`config.mk`:
```
export PLATFORM = sky130hd
export DESIGN_NAME = cacheline_burst_adaptor
export DESIGN_NICKNAME = d
export VERILOG_FILES = /design/src/rtl/cacheline_burst_adaptor.sv
export SDC_FILE = /design/constraint.sdc
export NUM_CORES = 1
export LEC_CHECK = 0
export CORE_AREA = 2 2 279 281
export DETAILED_ROUTE_END_ITERATION = 16
export DIE_AREA = 0 0 281 283
export MAX_ROUTING_LAYER = met4
export PLACE_DENSITY = 0.65
export SLEW_MARGIN = 20
export SYNTH_ARGS = -nofsm -noshare
export SYNTH_HDL_FRONTEND = slang
export SYNTH_SLANG_ARGS = --single-unit
```
`constraint.sdc`:
```
create_clock -name clk -period 2.9 [get_ports clk]
set_input_delay 0.87 -clock clk [delete_from_list [all_inputs] [get_ports clk]]
set_output_delay 0.87 -clock clk [all_outputs]
set_load 0.1 [all_outputs]
```
`src/rtl/cacheline_burst_adaptor.sv`:
```
// Converts one cacheline fill or writeback into a fixed-length burst of
// narrow memory beats. The cache side sees a single request and a single response pulse.
module cacheline_burst_adaptor #(
  parameter int LINE_WIDTH = 256,
  parameter int BEAT_WIDTH = 64,
  parameter int BEATS      = 4
) (
  input  logic                  clk,
  input  logic                  rst,
  input  logic [LINE_WIDTH-1:0] line_i,
  output logic [LINE_WIDTH-1:0] line_o,
  input  logic [31:0]           address_i,
  input  logic                  read_i,
  input  logic                  write_i,
  output logic                  resp_o,
  input  logic [BEAT_WIDTH-1:0] burst_i,
  output logic [BEAT_WIDTH-1:0] burst_o,
  output logic [31:0]           address_o,
  output logic                  read_o,
  output logic                  write_o,
  input  logic                  resp_i
);

  localparam int CW = $clog2(BEATS);
  localparam logic [CW-1:0] LAST_BEAT = CW'(BEATS - 1);
  localparam logic [31:0] ALIGN_MASK = ~(32'(LINE_WIDTH / 8) - 32'd1);

  typedef enum logic [1:0] {
    IDLE = 2'd0,
    RD   = 2'd1,
    WR   = 2'd2,
    DONE = 2'd3
  } state_t;

  state_t                r_state;
  logic [CW-1:0]         r_count;
  logic [LINE_WIDTH-1:0] r_line_out;
  logic [LINE_WIDTH-1:0] r_wline;
  logic [BEAT_WIDTH-1:0] r_burst;
  logic [31:0]           r_addr;
  logic                  r_read;
  logic                  r_write;
  logic                  r_resp;

  state_t                w_state_nxt;
  logic [CW-1:0]         w_count_nxt;
  logic [CW-1:0]         w_count_inc;
  logic [LINE_WIDTH-1:0] w_line_out_nxt;
  logic [LINE_WIDTH-1:0] w_wline_nxt;
  logic [BEAT_WIDTH-1:0] w_burst_nxt;
  logic [31:0]           w_addr_nxt;
  logic                  w_read_nxt;
  logic                  w_write_nxt;
  logic                  w_resp_nxt;

  assign w_count_inc = r_count + 1'b1;

  always_ff @(posedge clk or negedge rst) begin
    if (!rst) begin
      r_state    <= IDLE;
      r_count    <= '0;
      r_line_out <= '0;
      r_wline    <= '0;
      r_burst    <= '0;
      r_addr     <= '0;
      r_read     <= 1'b0;
      r_write    <= 1'b0;
      r_resp     <= 1'b0;
    end else begin
      r_state    <= w_state_nxt;
      r_count    <= w_count_nxt;
      r_line_out <= w_line_out_nxt;
      r_wline    <= w_wline_nxt;
      r_burst    <= w_burst_nxt;
      r_addr     <= w_addr_nxt;
      r_read     <= w_read_nxt;
      r_write    <= w_write_nxt;
      r_resp     <= w_resp_nxt;
    end
  end

  // The beat count saturates at the last beat; only DONE returns it to zero.
  always_comb begin
    w_state_nxt    = r_state;
    w_count_nxt    = r_count;
    w_line_out_nxt = r_line_out;
    w_wline_nxt    = r_wline;
    w_burst_nxt    = r_burst;
    w_addr_nxt     = r_addr;
    w_read_nxt     = r_read;
    w_write_nxt    = r_write;
    w_resp_nxt     = 1'b0;
    case (r_state)
      IDLE: begin
        if (read_i) begin
          w_addr_nxt  = address_i & ALIGN_MASK;
          w_read_nxt  = 1'b1;
          w_state_nxt = RD;
        end else if (write_i) begin
          w_addr_nxt  = address_i & ALIGN_MASK;
          w_wline_nxt = line_i;
          w_burst_nxt = line_i[BEAT_WIDTH-1:0];
          w_write_nxt = 1'b1;
          w_state_nxt = WR;
        end
      end
      RD: begin
        if (resp_i) begin
          w_line_out_nxt[r_count*BEAT_WIDTH +: BEAT_WIDTH] = burst_i;
          if (r_count == LAST_BEAT) begin
            w_read_nxt  = 1'b0;
            w_state_nxt = DONE;
          end else begin
            w_count_nxt = w_count_inc;
          end
        end
      end
      WR: begin
        if (resp_i) begin
          if (r_count == LAST_BEAT) begin
            w_write_nxt = 1'b0;
            w_state_nxt = DONE;
          end else begin
            w_count_nxt = w_count_inc;
            w_burst_nxt = r_wline[w_count_inc*BEAT_WIDTH +: BEAT_WIDTH];
          end
        end
      end
      DONE: begin
        w_resp_nxt  = 1'b1;
        w_count_nxt = '0;
        w_state_nxt = IDLE;
      end
      default: w_state_nxt = IDLE;
    endcase
  end

  assign line_o    = r_line_out;
  assign burst_o   = r_burst;
  assign address_o = r_addr;
  assign read_o    = r_read;
  assign write_o   = r_write;
  assign resp_o    = r_resp;

endmodule
```
==> results of run 1 <==
[critical path, cell delays in order (launching register included)]
cell,delay [ns]
dfrtp_4,0.46
inv_1,0.11
ha_1,0.47
inv_1,0.14
buf_4,0.19
nor4b_2,0.35
buf_12,0.31
a22o_1,0.21
[state kept, by name, indices dropped and copies added, names as in the netlist]
register / count
line_o: 256
resp_o: 1
r_wline: 256
r_state: 2
r_count: 2
burst_o: 64
address_o: 27
read_o: 1
write_o: 1
[per-layer routing]
layer | wire length [µm] | up-vias
met5 | 0 | -
met4 | 3070 | 0
met3 | 7050 | 161
met2 | 39400 | 697
met1 | 31000 | 9045
li1 | - | 7685
[logic make-up after synthesis]
group	count (synthesis)	synth area share (%)
muxes	479	21.8
buffers and inverters	139	2.90
other	1	0.0150
adders and majority gates	11	0.550
and+or+nand+nor	90	2.21
DFF	610	61.0
AOI/OAI and AO/OA	332	11.5
[where the power goes]
group / total (mW) / switching (mW) / internal, mW
registers: 13.4 / 1.75 / 11.6
logic: 21.1 / 13.9 / 7.17
clock network: 8.73 / 3.61 / 5.12
[through the flow]
step / std cells / hold WS [ns] / power (mW) / util (%)
2_1_floorplan: 1666 / 0.479 / 29.2 / -
3_3_place_gp: 3344 / 0.486 / 34.2 / 42.8
3_5_place_dp: 3344 / 0.491 / 34.7 / 42.8
4_1_cts: 3465 / 0.285 / 43.6 / 45.7
5_1_grt: 3490 / 0.313 / 45.0 / 45.8
6_report: 3493 / 0.293 / 43.2 / 45.8
[area by class of cell]
class	instances	area (µm²)	area share [%]
Antenna cell	28	70.1	0.199
Clock buffer	104	2060	5.87
Clock inverter	17	205	0.584
Inverter	7	26.3	0.0748
Multi-Input combinational cell	917	9140	26.0
Sequential cell	610	15300	43.5
Tap cell	1040	1300	3.70
Timing Repair Buffer	770	7060	20.1
[path summary, 6_finish.rpt]
path	depth (start not counted)	to	slack, ns
worst max-delay path	7	line_o[190]$_DFFE_PN0P_	0.48
worst min-delay path	1	r_wline[124]$_DFFE_PN0P_	0.29
worst max register to register	7	line_o[190]$_DFFE_PN0P_	0.48
worst min register to register	1	r_wline[34]$_DFFE_PN0P_	0.50
max in group asynchronous	2	r_wline[208]$_DFFE_PN0P_	1.79
min in group clk	1	r_wline[34]$_DFFE_PN0P_	0.50
[cell usage in the layout (no fill, tap or decap), types with 2 or more instances in the layout]
cell | synthesis | final
nand3b_1 | 2 | 2
clkbuf_1 | 61 | 18
ha_1 | 11 | 10
nor2_1 | 2 | 2
nand2_1 | 8 | 6
nand2b_1 | 66 | 66
conb_1 | 1 | 5
mux2_2 | 287 | 287
buf_12 | 7 | 32
buf_4 | 6 | 387
nor4b_2 | 0 | 2
clkdlybuf4s50_1 | 0 | 350
nor4_1 | 2 | 2
mux2i_1 | 132 | 132
o221ai_1 | 64 | 64
diode_2 | 0 | 28
inv_1 | 6 | 6
clkinv_8 | 0 | 2
clkbuf_16 | 0 | 72
o21ai_0 | 4 | 4
nand2_4 | 0 | 2
a22o_1 | 256 | 256
a21oi_1 | 4 | 4
mux2_4 | 60 | 60
clkbuf_8 | 0 | 14
dfrtp_1 | 610 | 609
bufinv_16 | 0 | 2
nor4_4 | 0 | 2
nand3_4 | 0 | 3
clkinv_2 | 0 | 9
==> summary.md, run 1 <==
| Metric | Value |
|---|---|
| Clk slew on worst S/H paths | 0.06 ns |
| CP Capture Type | flip-flop |
| Synth top cells by count | dfrtp_1 (610), mux2_2 (287), a22o_1 (256), mux2i_1 (132), nand2b_1 (66) |
| TritonRoute pass-1 iters | 5 |
| Gr usage total | 20.4% |
| RSZ-0062 raised after global routing | no |
| Crit-path max FO | 64 |
| Worst hold path type | in -> async |
| Endpoints failing setup | 0 |
| Final worst setup slack | about 0.48 ns |
| Period utilization | a little over four fifths |
| Vias in the first global route | about 19k |
| Count leader, synth | dfrtp_1 |
| HPWL Detailed | between 50,000 and 60,000 µm |
| F_max | 413 MHz |
| Die W | approximately 280 µm |
| Initial antenna violation count | 25 |
| Setup repair bufs after CTS | 0 |
| Pre-CTS setup slack | -0.0968 ns |
| P_leak | 16.3 nW |
| Synthesis-stage register bit count | between 600 and 700 |
| Port bufs | between 700 and 800 |
| Post-synth EDFFs | 0 |
| Hold Vio Cnt, Final | 0 |
| Post-synth ARST share | 100% |
| I/O pins | slightly above 700 |
| Site Rows | between 100 and 150 |
| DR iter-0 viols | 900 |
| TritonCTS Buffers | 70 |
| Met2 Use GR | around 33% |
| Grt peak-use layer | met2 |
| CTS Hold Buffers Added | 0 |
| Critical Path Start Type | flip-flop |
| Post-Place Cell Area | 32,800 µm² |
| Setup TNS | 0 ns |
| CP startpoint | r_count[0]$_DFFE_PN0P_ |
| Avg WL per Cell | 23.1 µm |
| Slew HR | a little over a third |
| Post-synth top area share | a little over 60% |
| CTS max path bufs | 3 |
| Filler cell count | 6,802 |
| Post-CTS sizing | 0 |
| Final Max Slew Viols | 0 |
| Layout Skew | around 0.022 ns |
| # clock sinks | between 600 and 700 |
| Maximum VDD drop | 0.971 mV |
| Die area | roughly 80,000 µm² |
| Final min period | approximately 2.4 ns |
| Met3 usage | 6.21% |
| Vias | 17.6k |
| Netlist cell types | 30 |
| Die height | 283 µm |
| Synthesized area | between 20,000 and 30,000 µm² |
| Htree depth | 3 |
| Top_reg_cell synth | dfrtp_1 |
| Worst Path Required | ~3.4 ns |
| Nets | between 2k and 3k |
| Global-route wire length before repair | between 100,000 and 150,000 µm |
| Largest net degree at the start of global routing | 96 |
| MaxCap Viol Count | 0 |
| Area contributors post-synth | dfrtp_1 (61%), mux2_2 (13%), a22o_1 (9.0%) |
| Seq/Total Area, Yosys | about three fifths |
| DRT antenna net count | 0 |
| Area delta synth->final | 40.5% |
| Share of layout cells above drive strength 1 | 36.5% |
| P per Cell Area | around 1200 nW/µm² |
| Yosys top cell by area | dfrtp_1 |
| Via density | just over 5 |
| Root Driver | clkbuf_16 |
| Remaining global-route overflow | 0 |
| Worst Tran Pin Value | slightly below 1 ns |
| Initial Util | 32.6% |
| Wirelength, routed | around 81,000 µm |
| Gp weighted congestion | between 0.8 and 0.9 |
| Critical Path AT | roughly 3.0 ns |
| CTS tree | yes |
| Core Region | 76,700 µm² |
| Clk Latency, worst-skew pair | 0.61 ns |
| Mapped Cells | between 1.5k and 2k |
| Status | finished clean |
| Post-Synthesis Mean Instance Area | around 15 µm² |
| Fin area | roughly 35,000 µm² |
| Worst r2r src | r_count[0]$_DFFE_PN0P_ |
| DR DRC count | 0 |
| Met1 global-route usage | a little under a quarter |
| Worst Setup Path Type | reg -> reg |
| YS warnings | 0 |
Note: power is estimated with default switching activity, not from simulation.
==> run 2, diff against run 1 <==
--- a/config.mk
+++ b/config.mk
@@ -5,11 +5,11 @@
 export SDC_FILE = /design/constraint.sdc
 export NUM_CORES = 1
 export LEC_CHECK = 0
-export CORE_AREA = 2 2 279 281
+export CORE_AREA = 2 2 275 277
 export DETAILED_ROUTE_END_ITERATION = 16
-export DIE_AREA = 0 0 281 283
+export DIE_AREA = 0 0 277 279
 export MAX_ROUTING_LAYER = met4
-export PLACE_DENSITY = 0.65
+export PLACE_DENSITY = 0.69
 export SLEW_MARGIN = 20
 export SYNTH_ARGS = -nofsm -noshare
 export SYNTH_HDL_FRONTEND = slang
==> constraint.sdc (replaced) <==
create_clock -name clk -period 2.2 [get_ports clk]
set_input_delay 0.66 -clock clk [delete_from_list [all_inputs] [get_ports clk]]
set_output_delay 0.66 -clock clk [all_outputs]
set_load 0.1 [all_outputs]
==> run 2 against run 1 <==
Cell count down 1.0%. Die area decreased by 2.8%. Clock skew rose by 0.0091 ns. Hold slack gained 0.21 ns. Maximum frequency increased by 14%. Utilization is 4.1 points higher. Non-clock buffer count rose by 48. Count of clock-buffer cells in the layout fell by 4. Sequential cell count stayed put. First-iteration DRC count rose by 12%. Critical path type unchanged. Largest cell class unchanged.
==> summary.md, run 2 (synthesis results as in run 1) <==
| Metric | Value |
|---|---|
| Status | finished clean |
| Hold endpoint | r_wline[229]$_DFFE_PN0P_ |
| Die height | 279 µm (-1.4%) |
| Area delta synth->final | 47.7% |
| Remaining global-route overflow | 0 (unchanged) |
| Share of layout cells above drive strength 1 | 37.8% (+1.3 points) |
| Multi-input gate area | 9150 µm² (about the same) |
| Worst Path Required | 2.68 ns (-0.75 ns) |
| Gp weighted congestion | 0.905 (+7.6%) |
| P per Cell Area | 1610 nW/µm² (+31%) |
| Port bufs | 701 (unchanged) |
| Die area | 77,300 µm² (-2.8%) |
| Root Driver | clkbuf_16 |
| DRT antenna net count | 0 (unchanged) |
| R2R depth | 8 (+1) |
| Vias | 17.9k (+1.8%) |
| Initial antenna violation count | 15 (-40%) |
| Die W | 277 µm (-1.4%) |
| HPWL Detailed | 59,100 µm (+4.2%) |
| Final Max Slew Viols | 0 (unchanged) |
| DR iter-0 viols | 1,005 (+12%) |
| F_max | 470 MHz (+14%) |
| MaxCap Viol Count | 0 (unchanged) |
| Critical Path Start Type | flip-flop |
| Clk slew on worst S/H paths | 0.06 ns (about the same) |
| TritonRoute pass-1 iters | 8 (+3) |
| Reg-to-Reg End | burst_o[8]$_DFFE_PN0P_ |
| Final min period | 2.13 ns (-0.294 ns) |
| Fin area | 37,000 µm² (+5.2%) |
| Wirelength, routed | 83,000 µm (+3.0%) |
| Initial Util | 33.8% (+1.2 points) |
| Site Rows | 100 (-2.0%) |
| Nets | 2,790 (+1.7%) |
| Layout Skew | 0.0313 ns (+0.00908 ns) |
| # clock sinks | 610 (unchanged) |
| Endpoints failing setup | 0 (unchanged) |
| Htree depth | 3 (unchanged) |
| Vias in the first global route | 19.2k (+1.8%) |
| Hold_ws | 0.502 ns (+0.209 ns) |
| Critical Path AT | 2.61 ns (-0.34 ns) |
| Hold wc startpoint | r_wline[229]$_DFFE_PN0P_ |
| P_leak | 16.9 nW (+4.0%) |
| Commonest non-fill, non-tap cell in the layout | dfrtp_1 |
| R2R setup slack | 0.07 ns (-0.41 ns) |
| Clk Latency, worst-skew pair | 0.62 ns (about the same) |
| CTS tree | yes |
| Hold Crit Depth | 1 |
| Pre-CTS setup slack | -0.530 ns (-0.433 ns) |
| Worst r2r src | r_state[0]$_DFFE_PN0P_ |
| Placed cells | 3,311 (-0.99%) |
| I/O pins | 712 (unchanged) |
| Via density | 5.18 (+2.9%) |
| CP Capture Type | flip-flop |
| Worst hold path type | reg -> reg |
| Avg WL per Cell | 24.0 µm (+4.0%) |
| Final worst setup slack | 0.0719 ns (-0.406 ns) |
| Maximum VDD drop | 1.33 mV (+37%) |
| Largest net degree at the start of global routing | 86 (-10%) |
| Post-Place Cell Area | 34,400 µm² (+4.9%) |
| Worst Setup Path Type | reg -> reg |
| Hold Vio Cnt, Final | 0 (unchanged) |
| Setup TNS | 0 ns (unchanged) |
| Global-route wire length before repair | 123,000 µm (+2.0%) |
| Filler cell count | 6,165 (-9.4%) |
| Fin cells | 3,457 (-1.0%) |
| Gr usage total | 21.3% (+0.97 points) |
| CTS max path bufs | 3 (unchanged) |
| Most frequent cells in the layout | dfrtp_1 (608), clkdlybuf4s50_1 (350), buf_4 (315) |
| Crit-path max FO | 12 (-81%) |
| DR DRC count | 0 (unchanged) |
| Sequential cell area | 15,300 µm² (about the same) |
| TritonCTS Buffers | 68 (-2.9%) |
| Period utilization | 96.7% (+13 points) |
| Core Region | 74,100 µm² (-3.4%) |
==> run 2: cell count changes in the layout (fill, tap and decap cells not counted), sizes merged <==
cell         previous run  this run
buf                   420       463
diode                  28        17
clkinv                 13         8
bufinv                  2         5
inv                     9        12
clkinvlp                0         1
dlygate4sd3             0         1
==> run 2: through the flow <==
| stage | util, % | power [mW] |
|---|---|---|
| after detailed placement | 46.4 | 47.4 |
| final | 49.9 | 59.5 |
| after CTS | 49.6 | 59.4 |
| after floorplan | - | 38.5 |
| after global placement | 46.4 | 46.7 |
| after global routing | 49.9 | 61.9 |
==> run 2: worst max-delay path by stage <==
stage | from | endpoint | slack (ns) | cells past startpoint
finish | r_state[0]$_DFFE_PN0P_ | burst_o[8]$_DFFE_PN0P_ | 0.07 | 8
global route | r_state[0]$_DFFE_PN0P_ | burst_o[0]$_DFFE_PN0P_ | -0.02 | 8
CTS | r_state[0]$_DFFE_PN0P_ | burst_o[0]$_DFFE_PN0P_ | 0.03 | 7
detailed placement | resp_i | burst_o[63]$_DFFE_PN0P_ | -0.53 | 7
global placement | resp_i | burst_o[63]$_DFFE_PN0P_ | -0.54 | 7
floorplan | r_count[0]$_DFFE_PN0P_ | burst_o[10]$_DFFE_PN0P_ | -0.07 | 9
==> run 2: final cells by class <==
class,instances,share of cell area (%)
antenna,17,0.115
clock buffer,100,5.34
clock inverter,19,0.958
inverter,7,0.0711
multi-input combinational,917,24.8
sequential,610,41.3
tap,969,3.28
timing repair buffer,818,24.2
==> run 2: power by group <==
| part | total (mW) | leakage [nW] | internal [mW] | switching, mW |
|---|---|---|---|---|
| Combinational | 29.8 | 7.99 | 11.1 | 18.7 |
| Clock | 11.8 | 1.13 | 6.91 | 4.87 |
| Sequential | 17.9 | 7.80 | 15.3 | 2.62 |
==> run 2: worst max-delay path: stages (launching register included) <==
cell,delay [ns]
dfrtp_1,0.40
inv_2,0.09
ha_4,0.19
a222oi_1,0.33
buf_4,0.17
o211a_4,0.17
buf_12,0.14
clkbuf_16,0.21
mux2_4,0.31
==> run 2: per-layer routing <==
layer / up-vias / wire (µm) / track usage, %
li1: 7783 / - / -
met1: 9245 / 32900 / 25.3
met2: 725 / 41200 / 34.8
met3: 159 / 6070 / 5.73
met4: 0 / 2780 / 8.15
met5: - / 0 / -
==> run 2: timing repair <==
item | 4_1_cts | 5_1_grt
hold buffers | 1 | 0
resized for setup | 0 | 6
buffers inserted | 0 | 4
endpoints found under the hold margin | 23 | 0
endpoints found under the setup margin | 0 | 75
==> run 3, diff against run 2 <==
--- a/config.mk
+++ b/config.mk
@@ -8,6 +8,7 @@
 export CORE_AREA = 2 2 275 277
 export DETAILED_ROUTE_END_ITERATION = 16
 export DIE_AREA = 0 0 277 279
+export GPL_TIMING_DRIVEN = 0
 export MAX_ROUTING_LAYER = met4
 export PLACE_DENSITY = 0.69
 export SLEW_MARGIN = 20
==> run 3 against run 2 <==
The flow now finishes with violations (setup timing). Register-to-register slack lost 0.31 ns. Combinational power grew 6%. First-iteration DRC count grew 8.4%. Critical endpoint is now burst_o[41]$_DFFE_PN0P_.
==> summary.md, run 3 (synthesis results as in run 1) <==
| Metric | Value |
|---|---|
| Status | finished with violations |
| Failing checks | setup timing |
| Wirelength, routed | 93,400 µm (+13%) |
| RSZ-0062 raised after global routing | yes |
| Slew HR | 44.3% |
| CP startpoint | r_state[1]$_DFFE_PN0P_ |
| Htree depth | 3 (unchanged) |
| Final worst setup slack | -0.237 ns (-0.309 ns) |
| TritonRoute pass-1 iters | 5 (-3) |
| P_leak | 17.2 nW (+1.9%) |
| Most frequent cells in the layout | dfrtp_1 (609), clkdlybuf4s50_1 (349), buf_2 (294) |
| Sequential cell area | 15,300 µm² (about the same) |
| I/O pins | 712 (unchanged) |
| CTS tree | yes |
| Gr usage total | 24.1% (+2.8 points) |
| Core Region | 74,100 µm² (unchanged) |
| CP Capture Type | flip-flop |
| Filler cell count | 6,359 (+3.1%) |
| HPWL Detailed | 65,800 µm (+11%) |
| Final min period | 2.44 ns (+0.309 ns) |
| Hold Vio Cnt, Final | 0 (unchanged) |
| F_max | 410 MHz (-13%) |
| Layout Skew | 0.0277 ns (-0.00359 ns) |
| Critical Path AT | 2.91 ns (+0.30 ns) |
| Global-route wire length before repair | 136,000 µm (+11%) |
| Vias in the first global route | 20.2k (+5.0%) |
| Largest net degree at the start of global routing | 104 (+21%) |
| Worst r2r src | r_state[1]$_DFFE_PN0P_ |
| Final core occ | 50.2% (+0.34 points) |
| TritonCTS Buffers | 69 (+1.5%) |
| Via density | 5.17 (-0.26%) |
| Endpoints failing setup | 276 (+276) |
| Port bufs | 700 (-0.14%) |
| Clk Latency, worst-skew pair | 0.62 ns (about the same) |
| Initial antenna violation count | 18 (+3) |
| Clk slew on worst S/H paths | 0.06 ns (about the same) |
| Worst Setup Path Type | reg -> reg |
| Final Max Slew Viols | 0 (unchanged) |
| R2R depth | 9 (+1) |
| DR iter-0 viols | 1,089 (+8.4%) |
| Commonest non-fill, non-tap cell in the layout | dfrtp_1 |
| Hold_ws | 0.0759 ns (-0.426 ns) |
| Root Driver | clkbuf_16 |
| Area delta synth->final | 48.7% |
| Worst Path Required | 2.67 ns (about the same) |
| Critical Path Start Type | flip-flop |
| Initial Util | 33.8% (unchanged) |
| Remaining global-route overflow | 0 (unchanged) |
| Reg-to-Reg End | burst_o[41]$_DFFE_PN0P_ |
| Site Rows | 100 (unchanged) |
| R2R setup slack | -0.24 ns (-0.31 ns) |
| Vias | 18.5k (+3.5%) |
| DR DRC count | 0 (unchanged) |
| Gp weighted congestion | 0.905 (about the same) |
| Maximum VDD drop | 1.11 mV (-16%) |
| Period utilization | 111% (+14 points) |
| # clock sinks | 610 (unchanged) |
| Avg WL per Cell | 26.0 µm (+8.4%) |
| MaxCap Viol Count | 0 (unchanged) |
| Nets | 2,914 (+4.4%) |
| Die height | 279 µm (unchanged) |
| Worst hold path type | in -> async |
| Share of layout cells above drive strength 1 | 43.2% (+5.4 points) |
| Fin cells | 3,587 (+3.8%) |
| P per Cell Area | 1640 nW/µm² (+1.5%) |
| Worst Tran Pin Value | 0.836 ns |
| Die area | 77,300 µm² (unchanged) |
| Multi-input gate area | 9650 µm² (+5.5%) |
| Placed cells | 3,341 (+0.91%) |
| Crit-path max FO | 6 (-6) |
| CTS max path bufs | 3 (unchanged) |
| DRT antenna net count | 0 (unchanged) |
| Die W | 277 µm (unchanged) |
run 3: per-layer routing:
| layer | vias to the layer above | share of wire (%) | wire length (µm) | global-route usage, % |
|---|---|---|---|---|
| li1 | 8051 | - | - | - |
| met1 | 9557 | 38 | 35200 | 26.9 |
| met2 | 747 | 51 | 47800 | 41.7 |
| met3 | 182 | 7.4 | 6950 | 6.64 |
| met4 | 0 | 3.6 | 3380 | 8.35 |
| met5 | - | 0 | 0 | - |
run 3: cell type report:
type	count	area share [%]
Antenna cell	19	0.128
Buffer	123	3.16
Clock buffer	102	5.49
Clock inverter	22	0.686
Inverter	7	0.0908
Multi-Input combinational cell	919	25.9
Sequential cell	610	41.0
Tap cell	969	3.26
Timing Repair Buffer	816	20.2
run 3: metrics by stage:
| step | instance area, µm² | power [mW] | TNS (ns) | worst slack, ns |
|---|---|---|---|---|
| floorplan | 25000 | 38.5 | -4.53 | -0.0729 |
| global placement | 33300 | 45.9 | - | -25.76 |
| detailed placement | 33400 | 46.5 | -798.52 | -1.90 |
| CTS | 36800 | 60.8 | -10.94 | -0.166 |
| global route | 37200 | 63.2 | -55.21 | -0.279 |
| finish | 37200 | 60.8 | -31.63 | -0.237 |
run 3: worst max path at each step:
stage	to	slack, ns
after global routing	burst_o[42]$_DFFE_PN0P_	-0.28
after global placement	line_o[248]$_DFFE_PN0P_	-25.76
after detailed placement	line_o[153]$_DFFE_PN0P_	-1.90
after floorplan	burst_o[10]$_DFFE_PN0P_	-0.07
after CTS	line_o[190]$_DFFE_PN0P_	-0.17
final	burst_o[41]$_DFFE_PN0P_	-0.24
run 3: power by group:
group          switching, mW  internal (mW)
Combinational           20.4           11.1
Sequential              2.33           15.3
Clock                   4.77           6.93
Total                   27.5           33.4
run 3: worst max-delay path, stage by stage, from the launching register on:
cell	delay, ns
dfrtp_1	0.41
buf_6	0.14
ha_4	0.16
a222oi_1	0.49
o211a_2	0.32
buf_6	0.11
buf_12	0.14
buf_12	0.13
buf_12	0.13
mux2_4	0.29
run 3: repair_timing:
item	in CTS	in global routing
endpoints found under the setup margin	947	458
setup buffers	64	29
gates resized for setup	1935	91
pin swaps	36	48
hold buffers	1	0
cloned	24	11
hold endpoints to repair	54	0
==> edit 1 (flow settings as in run 1) <==
`BEAT_WIDTH`: 64 -> 32.
--- a/src/rtl/cacheline_burst_adaptor.sv
+++ b/src/rtl/cacheline_burst_adaptor.sv
@@ -3,5 +3,5 @@
 module cacheline_burst_adaptor #(
   parameter int LINE_WIDTH = 256,
-  parameter int BEAT_WIDTH = 64,
+  parameter int BEAT_WIDTH = 32,
   parameter int BEATS      = 4
 ) (
Ports: changed (resized burst_i and burst_o); port bits go from 712 to 648. The function was not compared with the original's and may differ.
==> edit 1 against run 1 <==
- combinational power decreased by 26%
- die area unchanged
- routed wire length decreased by 32%
- total power decreased by 27%
- area after synthesis decreased by 29%
- sequential share of layout area increased by 0.92 points
- worst setup slack improved by 0.070 ns
- fmax increased by 3.0%
- sequential cell count decreased by 160
- design area decreased by 28%
- critical path type unchanged
- largest power group unchanged
==> edit 1: results (changes against run 1) <==
dp_cells: 2825  # was 3344
routed_wl_mm: 54.8  # was 80.6 mm
synthTopCellsByArea: "dfrtp_1, mux2_2, a22o_1"  # unchanged
status: "complete, no violations"  # unchanged
critical_path_peak_fanout: 34  # was 64
power_leakage_nw: 11.8  # was 16.3 nW
htreeDepth: 2  # was 3
place_area_um2: 23700  # was 32800 um^2
finalClockSkew_ns: 0.0172  # was 0.0222 ns
critPathTopFamily: "multiplexers"  # was buffers and inverters
fillers: 7579  # was 6802
dp_hpwl_mm: 39.8  # was 56.7 mm
slew_headroom_pct: 60.2  # was 35.4%
synth.top_cells.by_count: "dfrtp_1, mux2_2, a22o_1, nand2_1, o21ai_0"  # was dfrtp_1, mux2_2, a22o_1, mux2i_1, nand2b_1
syn_inst: 1306  # was 1662
power.switching_w: 0.0149  # was 0.0193 W
via_per_inst: 4.37  # was 5.04
ir_drop_v: 0.000751  # was 0.000971 V
nets: 2172  # was 2744
clk_latency_ns: 0.59  # was 0.61 ns
cp_slowest_cell: "dfrtp_1"  # was ha_1
grt_pass1_wl_mm: 82.9  # was 120 mm
grt_max_degree: 83  # was 96
cts-buffers-inserted: 49  # was 70
seq_area_frac_synth_pct: 63.2  # was 61.0%
antenna_found_initial: 6  # was 25
numPortBuffers: 509  # was 701
drive_above_1_share_pct: 34.9  # was 36.5%
route.vias.total: 12800  # was 17600
## edit 1: changes by cell type in the layout (fill, tap and decap cells not counted), moves of 60 or more
cell,before,now
mux2_4,60,0
a22o_1,256,101
o21ai_0,4,86
clkdlybuf4s50_1,350,190
nand2_1,6,97
mux2_2,287,174
mux2i_1,132,65
nor2b_1,1,66
dfrtp_1,609,450
## edit 1: power groups by stage
| stage | sequential [W] | clock, W | combinational, W |
|---|---|---|---|
| after global routing | 0.00960 | 0.00702 | 0.0165 |
| after floorplan | 0.0166 | 0 | 0.00460 |
| after CTS | 0.00937 | 0.00675 | 0.0159 |
| final | 0.00936 | 0.00655 | 0.0157 |
| after detailed placement | 0.00947 | 0 | 0.0159 |
| after global placement | 0.00937 | 0 | 0.0157 |
## edit 1: worst register-to-register path, stage by stage, from the launching register on
cell and delay [ns]:
dfrtp_1 0.46, inv_1 0.14, ha_4 0.38, buf_12 0.27, mux2i_1 0.51, o221ai_1 0.16, mux2_1 0.31
## edit 1: kinds of logic after synthesis
family                   share of synthesized area, %
AO/OA/AOI/OAI                                    9.56
adder cells (fa/ha/maj)                         0.773
buffers and inverters                            2.74
flip-flops                                       63.2
multiplexers                                     15.5
other                                          0.0211
AND/OR/NAND/NOR                                  8.12
## edit 1: final cells by class
class	instances	area (um^2)	share of cell area (%)
clock buffer	65	1390	5.47
sequential	450	11300	44.4
multi-input combinational	761	6140	24.2
clock inverter	23	313	1.23
antenna	5	12.5	0.0493
timing repair buffer	568	4950	19.5
inverter	6	22.5	0.0887
tap	1040	1300	5.13
## edit 1: per-stage QoR
stage / hold slack (ns) / util [%] / total power [W]
6_report: 0.233 / 33.1 / 0.0316
5_1_grt: 0.222 / 33.1 / 0.0331
4_1_cts: 0.207 / 33.1 / 0.0321
3_5_place_dp: 0.472 / 30.9 / 0.0254
3_3_place_gp: 0.467 / 30.9 / 0.0251
2_1_floorplan: 0.480 / - / 0.0212
## edit 1: path summary, 6_finish.rpt
check                                 from     endpoint  slack, ns  cells past startpoint
worst min register to register  line_o[70]   line_o[70]       0.48                      2
max in group asynchronous              rst   line_o[18]       1.69                      2
worst max-delay path            r_count[1]  burst_o[24]       0.55                      6
min in group clk                line_o[70]   line_o[70]       0.48                      2
worst min-delay path                   rst   r_wline[1]       0.23                      1
worst max register to register  r_count[1]  burst_o[24]       0.55                      6
## edit 1: per-layer routing
metal	global-route usage, %	routed length (um)
met5	-	0
met3	4.49	5190
met4	5.27	2070
met2	22.2	26000
met1	16.0	21500
==> edit 2 (flow settings as in run 1) <==
Made on the original files. Register the output `write_o` once more, cleared by the reset; this adds one clock of latency there. The other outputs are not delayed to match.
--- a/src/rtl/cacheline_burst_adaptor.sv
+++ b/src/rtl/cacheline_burst_adaptor.sv
@@ -140,5 +140,11 @@
   assign address_o = r_addr;
   assign read_o    = r_read;
-  assign write_o   = r_write;
+  always_ff @(posedge clk or negedge rst) begin
+    if (!rst) begin
+      write_o <= '0;
+    end else begin
+      write_o <= r_write;
+    end
+  end
   assign resp_o    = r_resp;
 
Function: not settled (the Yosys comparison gave no result); the edit may change what the design does.
==> edit 2 against run 1 <==
- worst setup slack about the same
- largest power group unchanged
- sequential power barely moved
- area after synthesis rose by 0.10%
- sequential share of layout area increased by 0.098 points
- count of clock-buffer cells in the layout grew 2
- combinational power about the same
- total power rose by 0.20%
- critical path type unchanged
- routed wire length increased by 0.31%
- sequential cell count is 1 higher
- non-clock buffer count decreased by 7
- design area about the same
==> edit 2: results (changes against run 1) <==
wl_met2_mm: 39.5  # was 39.4 mm
max_stage_delay_ns: 0.50  # was 0.47 ns
synthTopCellsByArea: "dfrtp_1, mux2_2, a22o_1"  # unchanged
synthesis.area_per_instance_um2: 15.1  # about the same
antenna_found_initial: 28  # was 25
ir_drop_v: 0.000821  # was 0.000971 V
grt_util_all_layers_pct: 20.5  # was 20.4%
cts-buffers-inserted: 69  # was 70
maxSlewViolCount: 0  # unchanged
power_leakage_nw: 16.2  # was 16.3 nW
status: "complete, no violations"  # unchanged
nets: 2737  # was 2744
pre_cts_ws_ns: -0.109  # was -0.0968 ns
drtIter0Drc: 893  # was 900
cp.arrival_ns: 2.91  # was 2.95 ns
timing.rr.end: "burst_o[4]"  # was line_o[190]
dp_hpwl_mm: 57.2  # was 56.7 mm
wl_met3_mm: 6.86  # was 7.05 mm
worst_pin_slew_ns: 0.925  # was 0.969 ns
synth.top_cells.by_count: "dfrtp_1, mux2_2, a22o_1, mux2i_1, nand2b_1"  # unchanged
r2r_slack_ns: 0.48  # about the same
fillers: 6817  # was 6802
cp_slowest_cell: "buf_4"  # was ha_1
grt_pass1_wl_mm: 120  # about the same
gp_congestion: 0.858  # was 0.841
routedWlPerCell_um: 23.1  # about the same
dp_cells: 3338  # was 3344
drive_above_1_share_pct: 36.4  # was 36.5%
route.vias.total: 17400  # was 17600
place_area_um2: 32700  # was 32800 um^2
clk_pin_slew_worst_paths_ns: 0.06  # about the same
numPortBuffers: 701  # unchanged
grt_pass1_vias: 18800  # was 18900
critical_path_peak_fanout: 78  # was 64
grt_max_degree: 79  # was 96
seq_area_frac_synth_pct: 61.1  # was 61.0%
finalClockSkew_ns: 0.0234  # was 0.0222 ns
via_per_inst: 4.99  # was 5.04
wl_met1_mm: 31.3  # was 31.0 mm
edit 2: cell types whose count changed after synthesis:
cell / change
dfrtp_1: +1
buf_1: +1
clkbuf_1: -1
edit 2: area by class of cell:
class	instances	area (um^2)	share of cell area, %
Tap cell	1040	1300	3.71
Clock inverter	19	233	0.663
Antenna cell	31	77.6	0.221
Clock buffer	106	2070	5.89
Sequential cell	611	15300	43.5
Inverter	7	26.3	0.0748
Timing Repair Buffer	763	6990	19.9
Multi-Input combinational cell	917	9130	26.0
edit 2: cells by family (layout without fill, tap and decap cells):
logic type | count (synthesis) | count (layout) | share of synthesized area (%)
DFF | 611 | 611 | 61.1
muxes | 479 | 479 | 21.8
AOI/OAI and AO/OA | 332 | 332 | 11.5
buffers and inverters | 139 | 895 | 2.89
and+or+nand+nor | 90 | 90 | 2.20
adders and majority gates | 11 | 11 | 0.550
other | 1 | 36 | 0.0150
edit 2: metal layers:
metal	track usage (%)	vias up
met2	33.3	646
met5	-	-
met1	23.3	8963
met4	8.53	0
met3	6.34	158
li1	-	7678
edit 2: worst max path at each step:
stage / end / from / slack, ns
after floorplan: burst_o[10] / resp_i / 0.51
after global placement: burst_o[1] / resp_i / -0.09
after CTS: burst_o[4] / r_count[0] / 0.50
after global routing: burst_o[4] / r_count[0] / 0.42
after detailed placement: burst_o[1] / resp_i / -0.11
final: burst_o[4] / r_count[0] / 0.48
edit 2: power breakdown:
group          total, W  switching [W]  leakage, nW  internal [W]
sequential       0.0134        0.00177         7.81        0.0116
combinational    0.0211         0.0140         7.29       0.00714
clock           0.00877        0.00361         1.13       0.00516
total            0.0433         0.0193         16.2        0.0239
